File: src/rtl/sad_pkg.sv
// Shared SAD helpers: default geometry and width derivations.
// Also used by the disparity-selection block so both sides agree on widths.
package sad_pkg;

    localparam int unsigned DefaultWindowSize = 5;
    localparam int unsigned DefaultNumBits    = 8;

    // Ceiling log2; 0 and 1 both map to 0.
    function automatic int unsigned clog2(input int unsigned value);
        int unsigned result;
        int unsigned span;
        result = 0;
        span   = 1;
        while (span < value) begin
            span   = span << 1;
            result = result + 1;
        end
        return result;
    endfunction

    function automatic int unsigned col_bits(input int unsigned num_bits,
                                             input int unsigned window_size);
        return num_bits + clog2(window_size);
    endfunction

    function automatic int unsigned sad_bits(input int unsigned num_bits,
                                             input int unsigned window_size);
        return num_bits + clog2(window_size * window_size);
    endfunction

endpackage

File: src/rtl/sad_window_accumulator_if.sv
// Column-in / window-cost-out bundle for sad_window_accumulator.
// master drives columns; slave (the accumulator) returns costs.
interface sad_window_accumulator_if
    import sad_pkg::*;
#(
    parameter int unsigned WINDOW_SIZE = DefaultWindowSize,
    parameter int unsigned NUM_BITS    = DefaultNumBits
) ();

    localparam int unsigned COL_BITS = col_bits(NUM_BITS, WINDOW_SIZE);
    localparam int unsigned SAD_BITS = sad_bits(NUM_BITS, WINDOW_SIZE);

    logic                            in_valid;
    logic                            line_start;
    logic [NUM_BITS*WINDOW_SIZE-1:0] in1;
    logic [NUM_BITS*WINDOW_SIZE-1:0] in2;
    logic                            out_valid;
    logic [SAD_BITS-1:0]             sad;
    logic [COL_BITS-1:0]             col_sad;

    modport master (
        output in_valid, line_start, in1, in2,
        input  out_valid, sad, col_sad
    );

    modport slave (
        input  in_valid, line_start, in1, in2,
        output out_valid, sad, col_sad
    );

endinterface

File: src/rtl/abs_diff_lane.sv
// Registered per-lane |a - b|; SAD_TRUNCATED_DIFF_EN clamps the result at TRUNC_VAL.
// Without the macro TRUNC_VAL has no effect.
module abs_diff_lane #(
    parameter int unsigned NUM_BITS  = 8,
    parameter int unsigned TRUNC_VAL = 32
) (
    input  logic                clk_i,
    input  logic                rst_ni,
    input  logic                en_i,
    input  logic [NUM_BITS-1:0] a_i,
    input  logic [NUM_BITS-1:0] b_i,
    output logic [NUM_BITS-1:0] diff_o
);

`ifdef SAD_TRUNCATED_DIFF_EN
    localparam bit TruncEn = 1'b1;
`else
    localparam bit TruncEn = 1'b0;
`endif

    localparam logic [NUM_BITS-1:0] TruncVal = NUM_BITS'(TRUNC_VAL);

    logic [NUM_BITS-1:0] abs_diff;
    logic [NUM_BITS-1:0] diff_d, diff_q;

    always_comb begin
        abs_diff = (a_i >= b_i) ? (a_i - b_i) : (b_i - a_i);
        diff_d   = (TruncEn && (abs_diff > TruncVal)) ? TruncVal : abs_diff;
    end

    always_ff @(posedge clk_i or negedge rst_ni) begin
        if (!rst_ni) begin
            diff_q <= '0;
        end else if (en_i) begin
            diff_q <= diff_d;
        end
    end

    assign diff_o = diff_q;

endmodule

File: src/rtl/sad_window_accumulator.sv
// Sliding WINDOW_SIZE x WINDOW_SIZE SAD: lane diffs (S1), column sum (S2), window update (S3).
// Optional truncated differences via SAD_TRUNCATED_DIFF_EN (see abs_diff_lane).
module sad_window_accumulator
    import sad_pkg::*;
#(
    parameter int unsigned WINDOW_SIZE = DefaultWindowSize,
    parameter int unsigned NUM_BITS    = DefaultNumBits,
    parameter int unsigned TRUNC_VAL   = 32
) (
    input logic                     clk_i,
    input logic                     rst_ni,
    sad_window_accumulator_if.slave bus_io
);

    localparam int unsigned COL_BITS  = col_bits(NUM_BITS, WINDOW_SIZE);
    localparam int unsigned SAD_BITS  = sad_bits(NUM_BITS, WINDOW_SIZE);
    localparam int unsigned FILL_BITS = clog2(WINDOW_SIZE + 1);
    localparam logic [FILL_BITS-1:0] FillFull = FILL_BITS'(WINDOW_SIZE);

    // S1: per-lane absolute differences
    logic [NUM_BITS-1:0] lane_diff [WINDOW_SIZE];
    logic                s1_valid_q, s1_start_q;

    for (genvar i = 0; i < WINDOW_SIZE; i++) begin : g_lane
        abs_diff_lane #(
            .NUM_BITS  (NUM_BITS),
            .TRUNC_VAL (TRUNC_VAL)
        ) u_lane (
            .clk_i  (clk_i),
            .rst_ni (rst_ni),
            .en_i   (bus_io.in_valid),
            .a_i    (bus_io.in1[NUM_BITS*i +: NUM_BITS]),
            .b_i    (bus_io.in2[NUM_BITS*i +: NUM_BITS]),
            .diff_o (lane_diff[i])
        );
    end

    always_ff @(posedge clk_i or negedge rst_ni) begin
        if (!rst_ni) begin
            s1_valid_q <= 1'b0;
            s1_start_q <= 1'b0;
        end else begin
            s1_valid_q <= bus_io.in_valid;
            s1_start_q <= bus_io.in_valid & bus_io.line_start;
        end
    end

    // S2: column cost
    logic [COL_BITS-1:0] col_sum_d, s2_col_q;
    logic                s2_valid_q, s2_start_q;

    always_comb begin
        col_sum_d = '0;
        for (int i = 0; i < WINDOW_SIZE; i++) begin
            col_sum_d = col_sum_d + COL_BITS'(lane_diff[i]);
        end
    end

    always_ff @(posedge clk_i or negedge rst_ni) begin
        if (!rst_ni) begin
            s2_valid_q <= 1'b0;
            s2_start_q <= 1'b0;
            s2_col_q   <= '0;
        end else begin
            s2_valid_q <= s1_valid_q;
            s2_start_q <= s1_start_q;
            if (s1_valid_q) begin
                s2_col_q <= col_sum_d;
            end
        end
    end

    // S3: sliding window; hist_q[0] is the newest column, hist_q[WINDOW_SIZE-1] the oldest
    logic [COL_BITS-1:0]  hist_d [WINDOW_SIZE];
    logic [COL_BITS-1:0]  hist_q [WINDOW_SIZE];
    logic [FILL_BITS-1:0] fill_d, fill_q;
    logic [SAD_BITS-1:0]  acc_d, acc_q;
    logic [SAD_BITS-1:0]  sad_q;
    logic [COL_BITS-1:0]  col_sad_q;
    logic                 out_valid_d, out_valid_q;

    always_comb begin
        hist_d      = hist_q;
        fill_d      = fill_q;
        acc_d       = acc_q;
        out_valid_d = 1'b0;
        if (s2_valid_q) begin
            if (s2_start_q) begin
                for (int i = 0; i < WINDOW_SIZE; i++) begin
                    hist_d[i] = '0;
                end
                hist_d[0] = s2_col_q;
                acc_d     = SAD_BITS'(s2_col_q);
                fill_d    = FILL_BITS'(1);
            end else begin
                hist_d[0] = s2_col_q;
                for (int i = 1; i < WINDOW_SIZE; i++) begin
                    hist_d[i] = hist_q[i-1];
                end
                if (fill_q == FillFull) begin
                    // The oldest column is already part of acc_q, so this cannot underflow.
                    acc_d = acc_q + SAD_BITS'(s2_col_q) - SAD_BITS'(hist_q[WINDOW_SIZE-1]);
                end else begin
                    acc_d  = acc_q + SAD_BITS'(s2_col_q);
                    fill_d = fill_q + FILL_BITS'(1);
                end
            end
            out_valid_d = (fill_d == FillFull);
        end
    end

    always_ff @(posedge clk_i or negedge rst_ni) begin
        if (!rst_ni) begin
            for (int i = 0; i < WINDOW_SIZE; i++) begin
                hist_q[i] <= '0;
            end
            fill_q      <= '0;
            acc_q       <= '0;
            out_valid_q <= 1'b0;
            sad_q       <= '0;
            col_sad_q   <= '0;
        end else begin
            hist_q      <= hist_d;
            fill_q      <= fill_d;
            acc_q       <= acc_d;
            out_valid_q <= out_valid_d;
            if (out_valid_d) begin
                sad_q     <= acc_d;
                col_sad_q <= s2_col_q;
            end
        end
    end

    assign bus_io.out_valid = out_valid_q;
    assign bus_io.sad       = sad_q;
    assign bus_io.col_sad   = col_sad_q;

endmodule

File: src/flat_wrapper.sv
// flat-port wrapper written by rule: the top's interface ports become plain ports
module sad_window_accumulator_flat import sad_pkg::*;
#(
    parameter int unsigned WINDOW_SIZE = DefaultWindowSize,
    parameter int unsigned NUM_BITS    = DefaultNumBits,
    parameter int unsigned TRUNC_VAL   = 32
)
  (clk_i, rst_ni, bus_io_in_valid, bus_io_line_start, bus_io_in1, bus_io_in2, bus_io_out_valid, bus_io_sad, bus_io_col_sad);
  sad_window_accumulator_if #(.WINDOW_SIZE(WINDOW_SIZE), .NUM_BITS(NUM_BITS)) bus_io_i ();
  input logic clk_i;
  input logic rst_ni;
  input wire logic [$bits(bus_io_i.in_valid)-1:0] bus_io_in_valid;
  input wire logic [$bits(bus_io_i.line_start)-1:0] bus_io_line_start;
  input wire logic [$bits(bus_io_i.in1)-1:0] bus_io_in1;
  input wire logic [$bits(bus_io_i.in2)-1:0] bus_io_in2;
  output wire logic [$bits(bus_io_i.out_valid)-1:0] bus_io_out_valid;
  output wire logic [$bits(bus_io_i.sad)-1:0] bus_io_sad;
  output wire logic [$bits(bus_io_i.col_sad)-1:0] bus_io_col_sad;
  assign bus_io_i.in_valid = bus_io_in_valid;
  assign bus_io_i.line_start = bus_io_line_start;
  assign bus_io_i.in1 = bus_io_in1;
  assign bus_io_i.in2 = bus_io_in2;
  assign bus_io_out_valid = bus_io_i.out_valid;
  assign bus_io_sad = bus_io_i.sad;
  assign bus_io_col_sad = bus_io_i.col_sad;
  sad_window_accumulator #(.WINDOW_SIZE(WINDOW_SIZE), .NUM_BITS(NUM_BITS), .TRUNC_VAL(TRUNC_VAL)) u_core (.clk_i(clk_i), .rst_ni(rst_ni), .bus_io(bus_io_i));
endmodule
File: config.mk
export PLATFORM = sky130hd
export DESIGN_NAME = sad_window_accumulator_flat
export DESIGN_NICKNAME = d
export VERILOG_FILES = /design/src/rtl/sad_pkg.sv /design/src/rtl/sad_window_accumulator_if.sv /design/src/rtl/abs_diff_lane.sv /design/src/rtl/sad_window_accumulator.sv /design/src/flat_wrapper.sv
export SDC_FILE = /design/constraint.sdc
export NUM_CORES = 1
export LEC_CHECK = 0
export CORE_MARGIN = 2
export CORE_UTILIZATION = 30
export DETAILED_ROUTE_END_ITERATION = 16
export GPL_TIMING_DRIVEN = 0
export PLACE_DENSITY = 0.47
export SETUP_SLACK_MARGIN = 0.3
export SYNTH_ARGS = -nofsm -noshare
export SYNTH_HDL_FRONTEND = slang
export SYNTH_HIERARCHICAL = 1
export SYNTH_SLANG_ARGS = --single-unit
File: constraint.sdc
create_clock -name clk_i -period 4.1 [get_ports clk_i]
set_clock_uncertainty 0.05 [all_clocks]
set_input_delay 1.025 -clock clk_i [delete_from_list [all_inputs] [get_ports clk_i]]
set_output_delay 1.025 -clock clk_i [all_outputs]
set_load 0.02 [all_outputs]
==> flow_summary.yaml <==
synth:
  synth_area_sq_um: 11700
  synth.avg_cell_area_sq_um: 8.91
  async_flop_share: 1.00
  yosysSeqAreaShare: 0.322
  ys_top_cells_by_area: "dfrtp_1, ha_1, fa_1"
  synth_cell_type_count: 72
  ys_top_cells_by_count: "dfrtp_1, inv_1, nand2_1, a21oi_1, ha_1"
  synth-edff-count: 0
  yosys_warnings: 6
  netlist_instances: 1319
  yosysTopAreaCell: "dfrtp_1"
  synth-seq-cells: 151
  synth_top_area_share: 0.322
  yosysMostFrequentCell: "dfrtp_1"
  syn_nets: 1548
  synth_ff_type: "dfrtp_1"
route:
  vias_per_cell: 4.96
  first_iter_violations: 477
  drcViolationCount: 0
  vias: 9922
  wl_per_cell_um: 16.1
  antenna_left: 0
  firstDrtPassIters: 5
  wirelength_um: 32100
grt:
  grt_pass1_wl_um: 52200
  grt_overflow: 0
  antenna_found_initial: 2
  grt_max_degree: 84
  grt_pass1_vias: 9818
  grt_usage: 0.158
place:
  placedCellCount: 1946
  io_buffers: 108
  dp_hpwl_um: 24500
  place_area_sq_um: 13500
  pre_cts_slack_ns: -0.125
  routabilityCongestion: 0.857
cts:
  cts.sinks: 151
  cts.path.max_buffers: 2
  cts_inserted_buffers: 17
  cts_tree: "yes"
  clkLatencyLatePin_ns: 0.43
  holdBufCountCts: 0
  root_buffer: "clkbuf_16"
  clk_pin_slew_worst_paths_ns: 0.06
  cts_max_level: 4
die:
  fp.dieH_um: 202
  rows: 72
  dieArea_sq_um: 40800
  ioPinCount: 109
  die_x_um: 202
  initial_utilization: 0.304
  core-area_sq_um: 38600
timing:
  post-route-worst-setup-slack_ns: 0.396
  fin_crit_sh: 0.903
  final.min_clock_period_ns: 3.70
  final_hold_viol_count: 0
  whs_ns: 0.307
  setup_violations: 0
  tightestPinTransition_ns: 0.948
  tns_ns: 0
  max_freq_mhz: 270
  slew_violations: 0
  maxSlewHeadroom: 0.367
  grt_setup_unrepaired: "yes"
power:
  vdd.ir_drop.worst_uv: 458
  p_leak_nw: 6.64
  power_density_nw_per_um2: 792
layout:
  final_cell_count_no_fill: 2000
  drive_above_1_share: 0.109
  n_fill_cell: 3974
  fin_area_sq_um: 14400
  antennaDiodeCount: 0
  area_delta_synth_final_pct: 23.0
  nets: 1698
worst_setup_path:
  cp_max_fo: 2
  start_kind: "flop"
  crit_type: "flop to flop"
  critPathArrivalTime_ns: 3.97
  endpoint_kind: "flop"
  worstPathRequired_ns: 4.36
hold_path:
  min_path_type: "flop to flop"
job:
  drv_cap: 0
outcome:
  status: "completed"
## layer usage
metal  share of wire  GRT usage  vias up
met5         0.00084          0        -
met4           0.012     0.0373        4
met3           0.027     0.0205       31
met2            0.50      0.282      142
met1            0.46      0.204     4770
li1                -          -     4975
## placed cells by master, fill, tap and decap left out, types with 11 or more instances in the layout
cell             instances
dfrtp_1                147
inv_1                  146
nand2_1                125
a21oi_1                112
clkdlybuf4s50_1        107
ha_1                   105
o21ai_0                 79
nor2_1                  56
nand3_1                 35
clkbuf_1                34
fa_1                    33
or3_1                   31
a21o_1                  29
a211oi_1                29
o22ai_1                 29
mux2_2                  27
nand3b_1                23
buf_4                   21
nor3_1                  20
clkbuf_16               17
a211o_1                 17
and2_1                  16
and3_1                  15
o21bai_1                15
nand4_1                 12
xnor2_1                 11
## registers in the layout, summed over array words and instances (netlist names)
register                     cells
u_core/fill_q                    3
u_core/s2_col_q                 11
u_core/s2_start_q                1
u_core/bus_io.out_valid          1
u_core/bus_io.col_sad           11
u_core/s2_valid_q                1
u_core/s1_valid_q                1
u_core/bus_io.sad               13
u_core/acc_q                    13
u_core/hist_q                   55
u_core/g_lane.u_lane/diff_o     40
u_core/s1_start_q                1
## layout make-up
class / count / area [sq um] / area share
multi-input combinational: 962 / 7280 / 0.504
sequential: 151 / 3780 / 0.262
timing repair buffer: 131 / 1290 / 0.0896
tap: 518 / 648 / 0.0449
inverter: 152 / 571 / 0.0395
clock buffer: 18 / 439 / 0.0304
buffer: 54 / 256 / 0.0178
clock inverter: 14 / 171 / 0.0119
## kinds of logic after synthesis
kind of cell             count (synthesis)  synth area share
AO/OA/AOI/OAI                          390             0.219
XOR/XNOR                                20            0.0156
adder cells (fa/ha/maj)                145             0.177
buffers and inverters                  206            0.0704
flip-flops                             151             0.322
multiplexers                            38            0.0371
AND/OR/NAND/NOR                        369             0.159
## timing repair
action	4_1_cts	5_1_grt
setup buffers	16	6
gates resized for setup	23	31
endpoints found under the setup margin	6	14
pin swaps	15	17
gates cloned	0	0
hold endpoints to repair	0	0
## per-stage QoR
step / utilization / power (W)
5_1_grt: 0.374 / 0.0124
2_1_floorplan: - / 0.00687
4_1_cts: 0.370 / 0.0109
3_3_place_gp: 0.349 / 0.00845
6_report: 0.374 / 0.0114
3_5_place_dp: 0.350 / 0.00853
## final timing paths
path | startpoint | end | slack [ns] | depth (start not counted)
max | u_core/g_lane[3].u_lane/diff_o[1] | u_core/s2_col_q[5] | 0.40 | 18
min reg2reg | u_core/s1_start_q | u_core/s2_start_q | 0.31 | 0
min in group asynchronous | rst_ni | u_core/hist_q[14] | 0.51 | 1
min | u_core/s1_start_q | u_core/s2_start_q | 0.31 | 0
max in group asynchronous | rst_ni | u_core/s2_col_q[2] | 2.68 | 2
max reg2reg | u_core/g_lane[3].u_lane/diff_o[1] | u_core/s2_col_q[5] | 0.40 | 18
## worst max-delay path, stage by stage, from the launching register on
cell and delay, ns:
dfrtp_1 0.37, inv_2 0.06, fa_1 0.49, fa_1 0.54, fa_1 0.41, inv_1 0.07, ha_2 0.19, inv_2 0.04
fa_2 0.34, nor2b_2 0.13, o21ai_2 0.08, a21boi_2 0.18, buf_4 0.14, buf_6 0.08, buf_6 0.08, buf_6 0.08
buf_6 0.08, nor3_2 0.03, a21o_1 0.15
## power by group
group | switching, W | internal [W] | leakage, nW | total, W
clock | 0.000666 | 0.000979 | 0.293 | 0.00165
sequential | 0.000403 | 0.00199 | 1.89 | 0.00239
combinational | 0.00394 | 0.00347 | 4.46 | 0.00740
No activity file was read; power rests on OpenSTA's default activity.
